<file path="src/rtl/halflife_sequencer_if.sv">
// Control/feedback bus between the half-life sequencer and its up/down counter.
interface halflife_sequencer_if #(
  parameter int N = 4
);
  logic [N-1:0] cnt_q;
  logic [N-1:0] cnt_in;
  logic         cnt_rst;
  logic         cnt_load;
  logic         cnt_up;
  logic         cnt_down;

  modport master (
    input  cnt_q,
    output cnt_rst, cnt_load, cnt_in, cnt_up, cnt_down
  );

  modport slave (
    output cnt_q,
    input  cnt_rst, cnt_load, cnt_in, cnt_up, cnt_down
  );
endinterface

</file>
<file path="src/rtl/halflife_sequencer.sv">
// Sequencer for the half-life counter: loads a start quantity, then applies one
// decay step (halve or decrement) per half-life until the counter reads zero.
module halflife_sequencer #(
  parameter int N        = 4,
  parameter int PRESCALE = 1000,
  parameter int HL_W     = 8
) (
  input  logic                  clk,
  input  logic                  rst,
  input  logic                  start,
  input  logic                  abort,
  input  logic                  mode,
  input  logic [N-1:0]          init_val,
  input  logic [HL_W-1:0]       hl_period,
  halflife_sequencer_if.master  ctr,
  output logic                  busy,
  output logic                  done,
  output logic [3:0]            steps
);

  localparam int PW = (PRESCALE > 1) ? $clog2(PRESCALE) : 1;
  localparam logic [PW-1:0] PRE_LAST = PW'(PRESCALE - 1);

  typedef enum logic [2:0] {S_IDLE, S_LOAD, S_RUN, S_STEP, S_DONE} state_t;

  // Half-life length is kept as its last index so expiry is a plain compare.
  typedef struct packed {
    logic            mode;
    logic [HL_W-1:0] hl_last;
  } cfg_t;

  state_t          state_q, state_d;
  cfg_t            cfg_q, cfg_d;
  logic [PW-1:0]   pre_q, pre_d;
  logic [HL_W-1:0] hl_q, hl_d;
  logic [3:0]      steps_q, steps_d;
  logic            rst_q, rst_d;
  logic            load_q, load_d;
  logic            down_q, down_d;
  logic [N-1:0]    in_q, in_d;
  logic            busy_q, busy_d;
  logic            done_q, done_d;
  logic            tick;

  always_comb begin
    state_d = state_q;
    cfg_d   = cfg_q;
    pre_d   = pre_q;
    hl_d    = hl_q;
    steps_d = steps_q;
    rst_d   = 1'b0;
    load_d  = 1'b0;
    down_d  = 1'b0;
    in_d    = '0;
    tick    = (pre_q == PRE_LAST);

    if (abort && (state_q != S_IDLE)) begin
      state_d = S_IDLE;
      rst_d   = 1'b1;
      steps_d = '0;
      pre_d   = '0;
      hl_d    = '0;
    end else begin
      case (state_q)
        S_IDLE, S_DONE: begin
          if (start) begin
            state_d       = S_LOAD;
            cfg_d.mode    = mode;
            cfg_d.hl_last = (hl_period == '0) ? '0 : hl_period - 1'b1;
            steps_d       = '0;
            load_d        = 1'b1;
            in_d          = init_val;
          end
        end
        S_LOAD: begin
          state_d = S_RUN;
          pre_d   = '0;
          hl_d    = '0;
        end
        S_RUN: begin
          // Zero wins over a tick expiring in the same cycle.
          if (ctr.cnt_q == '0) begin
            state_d = S_DONE;
          end else begin
            pre_d = tick ? '0 : pre_q + 1'b1;
            if (tick) begin
              if (hl_q == cfg_q.hl_last) begin
                hl_d    = '0;
                state_d = S_STEP;
                if (steps_q != 4'hF) steps_d = steps_q + 4'd1;
                if (cfg_q.mode) begin
                  down_d = 1'b1;
                end else begin
                  load_d = 1'b1;
                  in_d   = ctr.cnt_q >> 1;
                end
              end else begin
                hl_d = hl_q + 1'b1;
              end
            end
          end
        end
        S_STEP:  state_d = S_RUN;
        default: state_d = S_IDLE;
      endcase
    end

    busy_d = (state_d == S_LOAD) || (state_d == S_RUN) || (state_d == S_STEP);
    done_d = (state_d == S_DONE);
  end

  always_ff @(posedge clk or negedge rst) begin
    if (!rst) begin
      state_q <= S_IDLE;
      cfg_q   <= '0;
      pre_q   <= '0;
      hl_q    <= '0;
      steps_q <= '0;
      rst_q   <= 1'b0;
      load_q  <= 1'b0;
      down_q  <= 1'b0;
      in_q    <= '0;
      busy_q  <= 1'b0;
      done_q  <= 1'b0;
    end else begin
      state_q <= state_d;
      cfg_q   <= cfg_d;
      pre_q   <= pre_d;
      hl_q    <= hl_d;
      steps_q <= steps_d;
      rst_q   <= rst_d;
      load_q  <= load_d;
      down_q  <= down_d;
      in_q    <= in_d;
      busy_q  <= busy_d;
      done_q  <= done_d;
    end
  end

  assign ctr.cnt_rst  = rst_q;
  assign ctr.cnt_load = load_q;
  assign ctr.cnt_in   = in_q;
  assign ctr.cnt_down = down_q;
  assign ctr.cnt_up   = 1'b0;
  assign busy         = busy_q;
  assign done         = done_q;
  assign steps        = steps_q;

endmodule
</file>
<file path="src/flat_wrapper.sv">
// flat-port wrapper written by rule: the top's interface ports become plain ports
module halflife_sequencer_flat 
#(
  parameter int N        = 4,
  parameter int PRESCALE = 1000,
  parameter int HL_W     = 8
)
  (clk, rst, start, abort, mode, init_val, hl_period, busy, done, steps, ctr_cnt_q, ctr_cnt_rst, ctr_cnt_load, ctr_cnt_in, ctr_cnt_up, ctr_cnt_down);
  halflife_sequencer_if #(.N(N)) ctr_i ();
  input  logic clk;
  input  logic rst;
  input  logic start;
  input  logic abort;
  input  logic mode;
  input  logic [N-1:0] init_val;
  input  logic [HL_W-1:0] hl_period;
  output logic busy;
  output logic done;
  output logic [3:0] steps;
  input wire logic [$bits(ctr_i.cnt_q)-1:0] ctr_cnt_q;
  output wire logic [$bits(ctr_i.cnt_rst)-1:0] ctr_cnt_rst;
  output wire logic [$bits(ctr_i.cnt_load)-1:0] ctr_cnt_load;
  output wire logic [$bits(ctr_i.cnt_in)-1:0] ctr_cnt_in;
  output wire logic [$bits(ctr_i.cnt_up)-1:0] ctr_cnt_up;
  output wire logic [$bits(ctr_i.cnt_down)-1:0] ctr_cnt_down;
  assign ctr_i.cnt_q = ctr_cnt_q;
  assign ctr_cnt_rst = ctr_i.cnt_rst;
  assign ctr_cnt_load = ctr_i.cnt_load;
  assign ctr_cnt_in = ctr_i.cnt_in;
  assign ctr_cnt_up = ctr_i.cnt_up;
  assign ctr_cnt_down = ctr_i.cnt_down;
  halflife_sequencer #(.N(N), .PRESCALE(PRESCALE), .HL_W(HL_W)) u_core (.clk(clk), .rst(rst), .start(start), .abort(abort), .mode(mode), .init_val(init_val), .hl_period(hl_period), .ctr(ctr_i), .busy(busy), .done(done), .steps(steps));
endmodule
</file>
<file path="config.mk">
export PLATFORM = sky130hd
export DESIGN_NAME = halflife_sequencer_flat
export DESIGN_NICKNAME = d
export VERILOG_FILES = /design/src/rtl/halflife_sequencer_if.sv /design/src/rtl/halflife_sequencer.sv /design/src/flat_wrapper.sv
export SDC_FILE = /design/constraint.sdc
export NUM_CORES = 1
export LEC_CHECK = 0
export ABC_AREA = 0
export CAP_MARGIN = 20
export CORE_UTILIZATION = 35
export CTS_CLUSTER_DIAMETER = 100
export DETAILED_ROUTE_END_ITERATION = 16
export PLACE_DENSITY = 0.57
export SLEW_MARGIN = 40
export SYNTH_ARGS = -nofsm -noshare
export SYNTH_HDL_FRONTEND = slang
export SYNTH_SLANG_ARGS = --single-unit
</file>
<file path="constraint.sdc">
create_clock -name clk -period 2.75 [get_ports clk]
set_clock_uncertainty 0.2 [all_clocks]
set_input_delay 0.825 -clock clk [delete_from_list [all_inputs] [get_ports clk]]
set_output_delay 0.825 -clock clk [all_outputs]
set_load 0.02 [all_outputs]
</file>
Word level (Yosys, flattened, before mapping)
Cells that the tools add are included.
{"block": "classes", "add_sub_neg": 4, "n_eq_ne": 16, "n_bitwise": 1, "reduce_logical": 15, "mux": 44}
{"operator": "4-bit 2-to-1 mux", "count": 11}
{"operator": "8-bit 2-to-1 mux", "count": 5}
{"operator": "10-bit 2-to-1 mux", "count": 3}
{"operator": "10-bit case mux with 2 select lines", "count": 1}
{"operator": "3-bit 2-to-1 mux", "count": 6}
{"operator": "4-bit case mux with 2 select lines", "count": 2}
{"operator": "8-bit case mux with 2 select lines", "count": 1}
{"operator": "1-bit 2-to-1 mux", "count": 13}
{"operator": "3-bit by 2-bit equality test with 1-bit output, second input constant", "count": 4}
{"operator": "10-bit by 1-bit adder with 10-bit output, second input constant", "count": 1}
{"operator": "10-bit equality test, second input constant", "count": 1}
{"operator": "3-bit by 1-bit != test with 1-bit output, second input constant", "count": 3}
{"operator": "3-bit case mux with 3 select lines", "count": 1}
{"operator": "3-bit nonzero test", "count": 3}
{"operator": "8-bit by 1-bit adder with 8-bit output, second input constant", "count": 1}
{"operator": "8-bit equality test", "count": 1}
{"operator": "8-bit logical NOT", "count": 1}
{"operator": "8-bit by 1-bit subtractor with 8-bit output, second input constant", "count": 1}
{"operator": "3-bit by 1-bit equality test with 1-bit output, second input constant", "count": 2}
{"operator": "3-bit equality test, second input constant", "count": 2}
{"operator": "3-bit by 2-bit != test with 1-bit output, second input constant", "count": 2}
{"operator": "3-bit AND reduction", "count": 2}
{"operator": "6-bit AND reduction", "count": 1}
{"operator": "4-bit by 1-bit adder with 4-bit output, second input constant", "count": 1}
{"operator": "other kinds (9)", "count": 11}
{"block": "totals", "elab_cells": 92, "output_inout_bits": 14, "in_bits": 21, "regBits": 43}

Depth between registers and ports, before layout
{"block": "depth", "ltp_word": 9, "ltp_mapped": 8, "depth_no_buf": 6}

Worst setup path before layout
Ideal clock, no wire load.
{"block": "synth_path", "path_type": "input port to flip-flop", "from": "input port ctr_cnt_q[1]", "to": "register u_core.cfg_q[7] (netlist name)", "setup_slack_ns": 0.142, "required_ns": 2.425, "arrival_time_ns": 2.284, "stages": 6, "n_path_buf": 1, "setup_time_ns": 0.125, "cell_sequence": "o41ai_1 > nor3_1 > and4_1 > buf_2 > o21ai_2 > mux2_2"}
{"element": "from (decl)", "line": "flat_wrapper.sv:20", "source": "input wire logic [$bits(ctr_i.cnt_q)-1:0] ctr_cnt_q;"}
{"element": "to (signal assigned)", "line": "halflife_sequencer.sv:127", "source": "cfg_q <= cfg_d;"}
{"element": "to (decl)", "line": "halflife_sequencer.sv:33", "source": "cfg_t cfg_q, cfg_d;"}

Final worst setup path
{"block": "layout_path", "from": "input port abort", "to": "register u_core.hl_q[5]"}
{"block": "layout_via", "elab_chain_cells": 3, "elab_cells_between_ends": 6, "classes_between": "eq/ne: 2; mux: 1; reduce/logical: 3"}
{"element": "from (decl)", "line": "flat_wrapper.sv:13", "source": "input logic abort;"}
{"element": "1-bit logical AND (*)", "line": "halflife_sequencer.sv:57", "source": "if (abort && (state_q != S_IDLE)) begin"}
{"element": "3-bit by 1-bit != test with 1-bit output (no source line) (tied with other cells)"}
{"element": "3-bit AND reduction (no source line)"}
{"element": "to (signal assigned)", "line": "halflife_sequencer.sv:129", "source": "hl_q <= hl_d;"}
{"element": "to (decl)", "line": "halflife_sequencer.sv:35", "source": "logic [HL_W-1:0] hl_q, hl_d;"}
Every way passes the cells marked *; elsewhere a longest branch is shown, timed or not.
A chain may end at the register's enable or synchronous reset.

==> run_results.csv <==
group,metric,value,unit
status,run_status,"completed",
final_layout,layoutNonFillerInstCount,384,
global_routing,antenna_violations_before_repair,0,
clock_tree,clkSlewWorstSetupHoldPaths,0.08,ns
critical_path,cp_capture_type,"register",
final_layout,area_growth,31.6,%
final_layout,finish.utilization,48.2,%
sta,setup_total_negative_slack,0,ns
logic_synthesis,synth_warnings,0,
critical_path,critical_path.reg2reg.startpoint,"u_core.pre_q[0]$_DFFE_PN0P_",
detailed_routing,via_per_inst,5.37,
detailed_routing,detail_route.wirelength,5210,um
clock_tree,cts-hold-fix-buffers,0,
detailed_routing,routedWlPerCell,13.6,um
logic_synthesis,post-synth-top-area-fraction,45.8,%
clock_tree,clock_path_buffers,2,
sta,final.hold.worst_slack,0.293,ns
critical_path,critical_path.cell_chain,"clkdlybuf4s50_1 > inv_1 > a21oi_1 > nand3_2 > or4_4 > a21oi_2",
place,dp.final_hpwl,4000,um
global_routing,grt_start_max_net_pins,31,
sta,timing.final.setup_violations,0,
logic_synthesis,synth_seq_area_share,45.8,%
worst_hold_path,min_delay_path_depth,1,
power_and_ir_drop,total_power,1.67,mW
clock_tree,clock_tree_from_tritoncts,"yes",
final_layout,register_area,1080,sq um
detailed_routing,drc,0,
logic_synthesis,netlist-cell-type-count,50,
place,portBuffers,33,
sta,min_period_over_period,93.3,%
critical_path,worst-endpoint-arrival,2.59,ns
worst_hold_path,hold_path_startpoint,"u_core.pre_q[9]$_DFFE_PN0P_",
sta,report.final.slew_viol_count,0,
sta,fmaxAchievable,390,MHz
logic_synthesis,avgSynthCellArea,9.60,sq um
power_and_ir_drop,cellPowerDensity,541,nW/um^2
logic_synthesis,synth_nets,270,
floorplan,io_pins,35,
critical_path,kind_of_start_point_of_the_critical_path,"input pin",
global_routing,globalRouteOverflowTotal,0,
power_and_ir_drop,power_switching_share,30.1,%
clock_tree,cts_root_buffer,"sky130_fd_sc_hd__clkbuf_8",
clock_tree,post_cts.repair.setup_buffers,0,
sta,slew_headroom,55.6,%
sta,post-route-min-period,2.56,ns
detailed_routing,num_vias,2063,
floorplan,floorplan.core_area,6420,sq um
floorplan,floorplan.initialDensity,36.6,%
logic_synthesis,synthFlopType,"sky130_fd_sc_hd__dfrtp_1",
logic_synthesis,synthArstFlopShare,100,%
final_layout,footprint_of_the_multi_input_gates,1220,sq um
logic_synthesis,top_post_synthesis_cells_by_area,"sky130_fd_sc_hd__dfrtp_1, sky130_fd_sc_hd__nor3_1, sky130_fd_sc_hd__o21ai_0",
sta,worstMarginPinSlew,0.666,ns
logic_synthesis,ys_seq_elements,43,
power_and_ir_drop,max-vdd-ir-drop,0.260,mV
place,placed_cells,377,
power_and_ir_drop,power_frac_comb,29.4,%
logic_synthesis,synth_most_common_cell,"sky130_fd_sc_hd__dfrtp_1",
power_and_ir_drop,clock_power_share,23.8,%
power_and_ir_drop,netSwitchingPower,0.503,mW
final_layout,layout-drive-gt1-share,18.9,%
critical_path,reg2regPathDepth,6,
detailed_routing,drt_iter0_markers,111,
critical_path,critPathKind,"in2reg",
detailed_routing,dr.pass1.iters,4,
worst_hold_path,hold_class,"reg2reg",
critical_path,regToRegEndpoint,"u_core.hl_q[5]$_DFFE_PN0P_",
sta,hold_viol,0,
logic_synthesis,list_of_most_frequent_post_synthesis_cells,"sky130_fd_sc_hd__dfrtp_1, sky130_fd_sc_hd__nand2_1, sky130_fd_sc_hd__nor3_1",
place,routabilityCongestion,0.783,
logic_synthesis,synth_enable_flop_cells,0,
power_and_ir_drop,intPower,1.17,mW
critical_path,required,2.77,ns
floorplan,die_ht,84.0,um
power_and_ir_drop,power.sequential.fraction,46.8,%
worst_hold_path,min_to,"u_core.pre_q[9]$_DFFE_PN0P_",
clock_tree,clk-insertion-delay-late,0.29,ns
critical_path,cpMaxStageDelayCell,"sky130_fd_sc_hd__clkdlybuf4s50_1",
logic_synthesis,postSynthCellCount,245,
clock_tree,cts.sinks,43,
global_routing,global_route.usage.total,16.6,%
clock_tree,numCtsBuffers,5,
logic_synthesis,synthDominantAreaCellType,"sky130_fd_sc_hd__dfrtp_1",
global_routing,first_global_vias,2030,
critical_path,worst_path_largest_cell_delay,0.53,ns
final_layout,n_fill_cell,634,
critical_path,path_max_fanout,7,
critical_path,reg2reg_slack,0.24,ns
final_layout,design.final.nets,332,
global_routing,grt_pass1_wl,9400,um
floorplan,design.die.area,7050,sq um
detailed_routing,ant_nets,0,
logic_synthesis,post_synthesis_instance_area,2350,sq um
floorplan,std_cell_rows,29,
final_layout,antennaDiodeCount,0,
clock_tree,htree_num_levels,2,
power_and_ir_drop,leakage_power,1.40,nW
job,drv_cap,0,
floorplan,die-width,84.0,um
sta,grt_setup_unrepaired,"false",
==> repair_timing <==
action	in CTS	in global routing
gates resized for setup	0	10
hold endpoints to repair	0	0
setup endpoints to repair	0	7
==> stage by stage <==
| step | worst slack, ns | cell area (sq um) |
|---|---|---|
| floorplan | 0.142 | 2350 |
| global placement | -0.236 | 2970 |
| detailed placement | -0.247 | 2970 |
| CTS | 0.0447 | 3060 |
| global route | 0.0105 | 3090 |
| finish | 0.185 | 3090 |
==> layout by cell type, fill, tap and decap left out, types with 7 or more instances in the layout <==
cell type / count
sky130_fd_sc_hd__o21ai_0: 17
sky130_fd_sc_hd__nor2_1: 16
sky130_fd_sc_hd__o31ai_1: 7
sky130_fd_sc_hd__nand2_1: 20
sky130_fd_sc_hd__xor2_1: 9
sky130_fd_sc_hd__nand3_1: 12
sky130_fd_sc_hd__inv_1: 8
sky130_fd_sc_hd__buf_4: 28
sky130_fd_sc_hd__dfrtp_1: 43
sky130_fd_sc_hd__nor3_1: 19
sky130_fd_sc_hd__clkdlybuf4s50_1: 28
==> power groups by stage <==
stage / clock network [mW] / logic (mW) / registers, mW
3_5_place_dp: 0 / 0.491 / 0.799
2_1_floorplan: 0 / 0.263 / 0.791
4_1_cts: 0.417 / 0.493 / 0.786
6_report: 0.399 / 0.491 / 0.784
5_1_grt: 0.441 / 0.550 / 0.796
3_3_place_gp: 0 / 0.487 / 0.798
==> worst max path at each step <==
stage	slack [ns]	start	cells past startpoint	end
2_1_floorplan	0.14	ctr_cnt_q[1]	6	u_core.cfg_q[7]$_DFFE_PN0P_
3_3_place_gp	-0.24	ctr_cnt_q[1]	7	u_core.cfg_q[7]$_DFFE_PN0P_
3_5_place_dp	-0.25	ctr_cnt_q[1]	7	u_core.cfg_q[7]$_DFFE_PN0P_
4_1_cts	0.04	ctr_cnt_q[1]	7	u_core.cfg_q[7]$_DFFE_PN0P_
5_1_grt	0.01	u_core.pre_q[0]$_DFFE_PN0P_	6	u_core.hl_q[5]$_DFFE_PN0P_
6_report	0.19	abort	6	u_core.hl_q[5]$_DFFE_PN0P_
==> registers in the layout, indices dropped and copies added, names as in the netlist <==
signal / cells
u_core.pre_q: 10
u_core.cfg_q: 9
u_core.hl_q: 8
u_core.ctr.cnt_in: 4
u_core.steps: 4
u_core.state_q: 3
u_core.busy: 1
u_core.ctr.cnt_down: 1
u_core.ctr.cnt_load: 1
u_core.ctr.cnt_rst: 1
u_core.done: 1
==> area by class of cell <==
class	count	area share [%]
Multi-Input combinational cell	185	39.3
Sequential cell	43	34.8
Timing Repair Buffer	64	19.0
Tap cell	77	3.11
Clock buffer	6	2.67
Inverter	8	0.970
Clock inverter	1	0.162
==> critical path, delay by kind of cell <==
family                 cells  cell delay, ns
and+or+nand+nor            2            0.74
buffers and inverters      2            0.62
AOI/OAI and AO/OA          2            0.40
==> routing by layer <==
metal / global-route usage (%) / vias to the layer above / share of wire [%]
met5: 0 / - / 0
met4: 6.90 / 0 / 1.6
met3: 2.97 / 8 / 2.9
met2: 26.9 / 33 / 47
met1: 21.8 / 991 / 48
li1: - / 1031 / -
==> cell families after synthesis <==
family	Yosys count	synth area share, %
simple gates	101	22.7
compound gates	61	18.8
flops	43	45.8
buf+inv	17	3.19
xor+xnor	12	4.47
fa+ha+maj	5	2.55
mux	5	2.29
other cells	1	0.160
Power figures use the tool's default switching activity.
